--- src/rtl/genram_writer.sv ---
// Burst byte writer: takes one right-aligned request of extra+1 bytes and writes
// them MSB-first, one byte per cycle, to a single-port byte RAM after a bounds check.
module genram_writer #(
    parameter int AW    = 4,
    parameter int DW    = 8,
    parameter int EXTRA = 4
) (
    input  logic                        clk,
    input  logic                        rst_n,
    input  logic                        req_valid,
    output logic                        req_ready,
    input  logic [AW:0]                 addr,
    input  logic [EXTRA-1:0]            extra,
    input  logic [AW:0]                 lower_bound,
    input  logic [AW:0]                 upper_bound,
    input  logic [DW*(2**EXTRA)-1:0]    data,
    output logic                        mem_we,
    output logic [AW:0]                 mem_addr,
    output logic [DW-1:0]               mem_wdata,
    output logic                        busy,
    output logic                        done,
    output logic                        error
);

    localparam int PW = DW * (2**EXTRA);

    typedef enum logic {IDLE, WRITE} state_t;

    state_t             state, state_d;
    logic [EXTRA-1:0]   extra_q, extra_d;
    logic [EXTRA-1:0]   idx_q, idx_d;
    logic [EXTRA-1:0]   sel;
    logic [PW-1:0]      data_q, data_d;
    logic               mem_we_d, busy_d, done_d, error_d;
    logic [AW:0]        mem_addr_d;
    logic [DW-1:0]      mem_wdata_d;
    logic [AW+1:0]      end_addr;
    logic               reject;

    assign req_ready = (state == IDLE);

    // One extra bit keeps addr+extra from wrapping past the top of the RAM.
    assign end_addr = {1'b0, addr} + (AW+2)'(extra);
    assign reject   = (addr < lower_bound) || (end_addr > {1'b0, upper_bound});

    // Byte index (from the LSB end) of the write following idx_q.
    assign sel = extra_q - idx_q - 1'b1;

    always_comb begin
        state_d     = state;
        extra_d     = extra_q;
        idx_d       = idx_q;
        data_d      = data_q;
        mem_we_d    = 1'b0;
        mem_addr_d  = mem_addr;
        mem_wdata_d = mem_wdata;
        busy_d      = 1'b0;
        done_d      = 1'b0;
        error_d     = 1'b0;
        case (state)
            IDLE: begin
                if (req_valid) begin
                    if (reject) begin
                        error_d = 1'b1;
                    end else begin
                        state_d     = WRITE;
                        extra_d     = extra;
                        data_d      = data;
                        idx_d       = '0;
                        mem_we_d    = 1'b1;
                        mem_addr_d  = addr;
                        mem_wdata_d = DW'(data >> (int'(extra) * DW));
                        busy_d      = 1'b1;
                    end
                end
            end
            WRITE: begin
                if (idx_q == extra_q) begin
                    state_d = IDLE;
                    done_d  = 1'b1;
                end else begin
                    idx_d       = idx_q + 1'b1;
                    mem_we_d    = 1'b1;
                    mem_addr_d  = mem_addr + 1'b1;
                    mem_wdata_d = DW'(data_q >> (int'(sel) * DW));
                    busy_d      = 1'b1;
                end
            end
            default: state_d = IDLE;
        endcase
    end

    always_ff @(posedge clk or negedge rst_n) begin
        if (!rst_n) begin
            state     <= IDLE;
            extra_q   <= '0;
            idx_q     <= '0;
            data_q    <= '0;
            mem_we    <= 1'b0;
            mem_addr  <= '0;
            mem_wdata <= '0;
            busy      <= 1'b0;
            done      <= 1'b0;
            error     <= 1'b0;
        end else begin
            state     <= state_d;
            extra_q   <= extra_d;
            idx_q     <= idx_d;
            data_q    <= data_d;
            mem_we    <= mem_we_d;
            mem_addr  <= mem_addr_d;
            mem_wdata <= mem_wdata_d;
            busy      <= busy_d;
            done      <= done_d;
            error     <= error_d;
        end
    end

endmodule

--- config.mk ---
export PLATFORM = sky130hd
export DESIGN_NAME = genram_writer
export DESIGN_NICKNAME = d
export VERILOG_FILES = /design/src/rtl/genram_writer.sv
export SDC_FILE = /design/constraint.sdc
export NUM_CORES = 1
export LEC_CHECK = 0
export CAP_MARGIN = 0
export CORE_ASPECT_RATIO = 0.9
export CORE_MARGIN = 1.5
export CORE_UTILIZATION = 52
export CTS_CLUSTER_SIZE = 14
export DETAILED_ROUTE_END_ITERATION = 7
export PLACE_DENSITY = 0.8
export SLEW_MARGIN = 20
export SYNTH_ARGS = -nofsm -noshare
export SYNTH_HDL_FRONTEND = slang
export SYNTH_SLANG_ARGS = --single-unit
export TNS_END_PERCENT = 1
--- constraint.sdc ---
create_clock -name clk -period 3.6 [get_ports clk]
set_clock_uncertainty 0.05 [all_clocks]
set_input_delay 0.36 -clock clk [delete_from_list [all_inputs] [get_ports clk]]
set_output_delay 0.36 -clock clk [all_outputs]
set_load 0.03 [all_outputs]
Word level (Yosys, flattened, before mapping)
Index checks and enable logic that the tools add are counted.
{"block": "word_totals", "ff_bits": 152, "in_bits": 150, "output_inout_bits": 18, "wordCells": 47}
{"block": "classes", "add_sub_neg": 5, "magnitude_cmp": 2, "n_eq_ne": 4, "shifts": 2, "n_mux": 21, "n_bitwise": 2, "n_reduce_logical": 3}
{"operator": "$shr 128x7->8", "n": 2}
{"operator": "$mux 8", "n": 3}
{"operator": "$pmux 8 s2", "n": 1}
{"operator": "$mux 5", "n": 3}
{"operator": "$mux 4", "n": 3}
{"operator": "$pmux 5 s2", "n": 1}
{"operator": "$mux 1", "n": 8}
{"operator": "$pmux 4 s2", "n": 1}
{"operator": "$add 5x4->6", "n": 1}
{"operator": "$gt 6x5->1", "n": 1}
{"operator": "$ne 2x2->1 const B", "n": 3}
{"operator": "$reduce_and 3->1", "n": 2}
{"operator": "$add 5x1->5 const B", "n": 1}
{"operator": "$lt 5x5->1", "n": 1}
{"operator": "$add 4x1->4 const B", "n": 1}
{"operator": "$eq 4x4->1", "n": 1}
{"operator": "$sub 4x1->4 const B", "n": 1}
{"operator": "$sub 4x4->4", "n": 1}
{"operator": "$not 1->1", "n": 2}
{"operator": "$pmux 1 s2", "n": 1}
{"operator": "$logic_or 1x1->1", "n": 1}

Depth between registers and ports, before layout
{"block": "logic_depth", "ltp_word": 6, "depth_mapped": 15, "ltp_nobuf": 13}

Worst setup path before layout
OpenSTA, ideal clock, no wires.
{"block": "synth_path", "path_kind": "input to register", "start": "input port addr[0]", "end": "register data_q[0]", "setup_time_ns": 0.127, "arrival_time_ns": 3.100, "t_required_ns": 3.423, "path_slack_ns": 0.322, "cell_stages": 14, "n_path_buf": 3, "cell_sequence": "ha_1 > fa_1 > a21o_1 > a21oi_1 > xnor2_1 > ha_1 > nor2_1 > a21oi_1 > o31a_1 > or4_1 > buf_2 > buf_6 > buf_6 > mux2_1"}
{"block": "synth_via", "elab_chain_len": 5, "word_cells_on_any_way": 6, "cone_classes": "add/sub: 1; order compare: 2; bitwise: 1; reduce/logical: 2"}
{"element": "start, declared", "line": "12", "text": "input logic [AW:0] addr,"}
{"element": "$add 5x4->6", "line": "43", "text": "assign end_addr = {1'b0, addr} + (AW+2)'(extra);"}
{"element": "$gt 6x5->1", "line": "44", "text": "assign reject = (addr < lower_bound) || (end_addr > {1'b0, upper_bound});"}
{"element": "$logic_or 1x1->1 (*)", "line": "44"}
{"element": "$not 1->1 (no line) (*)"}
{"element": "$reduce_and 3->1 (no line) (*)"}
{"element": "end signal, assigned", "line": "109", "text": "data_q <= data_d;"}
{"element": "end, declared", "line": "33", "text": "logic [PW-1:0] data_q, data_d;"}
Every way passes the cells marked *; elsewhere a longest branch is shown, timed or not.
A chain may end at the register's enable or synchronous reset.

Worst setup path after layout
{"block": "layout_path", "start": "input port addr[0]", "end": "register data_q[1]"}
Same word-level chain as after synthesis.

==> summary.txt <==
Worst path top cell family by delay: adder cells
via/cell ratio: 6.00
CP max FO: 60
Gate Count Post-Synth: 611
Worst Tran Pin Value: 985 ps
synthesized flop and latch total: 152
Antenna Violating Nets Remaining: 0
Power Dens Cells: 921 nW/um^2
crit-path cells: clkdlybuf4s50_1 -> ha_1 -> fa_1 -> a21o_1 -> a21oi_1 -> xnor2_1 -> ha_1 -> nor2_1 -> a21oi_1 -> o31a_1 -> or4_4 -> buf_12 -> mux2_1
initial antenna violation count: 0
1st-pass router iterations: 5
Port Buffers: 167
ys flop type: dfrtp_1
first-pass GRT wire length: 34.4 mm
Mapped Area: 8410 um^2
Worst Path Buf+Inv: 2
DRC: 0
total routed wirelength: 21.9 mm
CTS buffer count: 17
remaining global-route overflow: 0
DRT iter0 DRCs: 383
Hold Fails Final Rpt: 0
unrepaired setup endpoints after global routing: false
CP required: 3840 ps
post-synth cell types: 44
fraction of layout instances using a drive strength above 1: 0.203
max-cap viol count: 0
clock sink count: 152
hold depth: 1
synth warn: 0
Max Root-Sink Buffers: 2
post-route non-filler standard cell count: 1001
mean post-synth cell area: 13.8 um^2
DIE HEIGHT: 124 um
die width: 137 um
gr usage total: 0.276
CP peak stage delay: 620 ps
Setup crit end kind: register
r2r worst-path depth: 8
Antenna Cells: 0
Post-synth EDFFs: 0
io pins: 168
TritonCTS clock tree: built
number of global-route vias before repair: 6475
Die ar.: 17000 um^2
Worst Hold Slack: 438 ps
H-Tree Depth: 4
area grow syn2layout: 30.8%
DP Worst Slack: -257 ps
Critical Path AT: 3690 ps
Setup TNS Final: 0 ps
Syn Nets: 782
commonest non-fill, non-tap cells in the layout: clkdlybuf4s50_1, dfrtp_1, mux2_1, mux4_2, mux2i_1
worst vdd ir: 0.497 mV
Rows: 43
crit path kind: in -> reg
HPWL Detailed: 15.7 mm
Root Driver: clkbuf_16
Leak Pwr: 4.70 nW
Total Nets Final: 957
status: complete, no violations
Routed wire per std cell: 21.8 um
routed vias: 6005
Slowest-stage cell, CP: or4_4
Power, Total: 10.1 mW
Min-Delay Path Class: reg -> reg
clk slew on worst S/H paths: 60 ps
worst skew pair latency: 420 ps
minimum clock period: 3450 ps
placed cells: 967
Worst path depth: 13
fmax: 0.290 GHz
final worst setup slack: 150 ps
Starting Density: 0.539
final critical-path share of the clock period: 0.958
Async SR Flop Fraction: 1.00
setup violators final: 0
sequential area share after synthesis: 0.452
crit start category: input pin
max-slew headroom at the worst pin: 0.344
most common cell after layout, fill and taps aside: clkdlybuf4s50_1
final slew viol count: 0
largest net degree at the start of global routing: 69
core footprint: 15600 um^2
routability cong.: 0.888
-- kinds of logic after synthesis --
| kind of cell | after synthesis | share of synthesized area |
|---|---|---|
| xor+xnor | 5 | 0.00521 |
| buf+inv | 64 | 0.0410 |
| simple gates | 53 | 0.0305 |
| compound gates | 88 | 0.0686 |
| mux | 228 | 0.370 |
| flops | 152 | 0.452 |
| fa+ha+maj | 21 | 0.0330 |
-- cells in the mapped netlist (9+ instances only) --
library cell | n | area share
mux4_2 | 53 | 0.14
mux2_2 | 39 | 0.052
nand3_1 | 18 | 0.011
dfrtp_1 | 152 | 0.45
a2bb2oi_1 | 9 | 0.0094
buf_2 | 12 | 0.0071
clkbuf_1 | 17 | 0.0076
o21ai_0 | 25 | 0.015
nand2_1 | 9 | 0.0040
ha_1 | 19 | 0.028
a21oi_1 | 18 | 0.011
inv_1 | 17 | 0.0076
buf_6 | 11 | 0.015
nor2_1 | 13 | 0.0058
mux2_1 | 92 | 0.12
mux2i_1 | 44 | 0.052
-- per-layer routing --
metal	wire length, um	GRT usage	vias up
met1	8670	0.334	3045
met2	11000	0.475	234
met3	1600	0.0765	40
met5	0	0	-
met4	608	0.100	0
li1	-	-	2686
-- layout make-up --
class	instances	area, um^2
fill	1086	4600
tap	202	253
clock inverter	10	140
sequential	152	3800
inverter	19	71.3
multi-input combinational	395	4270
timing repair buffer	201	1980
clock buffer	22	484
-- final timing paths --
| check | start | to | slack, ps |
|---|---|---|---|
| max | addr[0] | data_q[1] | 150 |
| min | data_q[56] | data_q[56] | 440 |
| max reg2reg | idx_q[0] | mem_wdata[6] | 710 |
| min reg2reg | data_q[56] | data_q[56] | 440 |
| max in group asynchronous | rst_n | data_q[13] | 1990 |
| min in group asynchronous | rst_n | data_q[101] | 480 |
-- sequential cells by signal, summed over array words and instances, names as in the netlist --
| name | cells |
|---|---|
| done | 1 |
| state | 1 |
| error | 1 |
| mem_wdata | 8 |
| mem_addr | 5 |
| extra_q | 4 |
| data_q | 128 |
| idx_q | 4 |
-- stage by stage --
step                      cell area, um^2   util
after floorplan                      8410      -
after global placement              10400  0.664
after detailed placement            10400  0.664
after CTS                           11000  0.705
after global routing                11000  0.705
final                               11000  0.705
-- where the power goes --
group | switching [mW] | internal, mW | total, mW
Combinational | 2.30 | 2.87 | 5.18
Sequential | 0.491 | 2.58 | 3.07
Clock | 0.712 | 1.17 | 1.88
Total | 3.51 | 6.62 | 10.1
-- timing repair --
action | in CTS | in global routing
setup buffers | 0 | 1
gates resized for setup | 0 | 1
hold buffers | 1 | 0
endpoints found under the setup margin | 0 | 2
endpoints found under the hold margin | 66 | 0
Note: power is estimated with default switching activity, not from simulation.
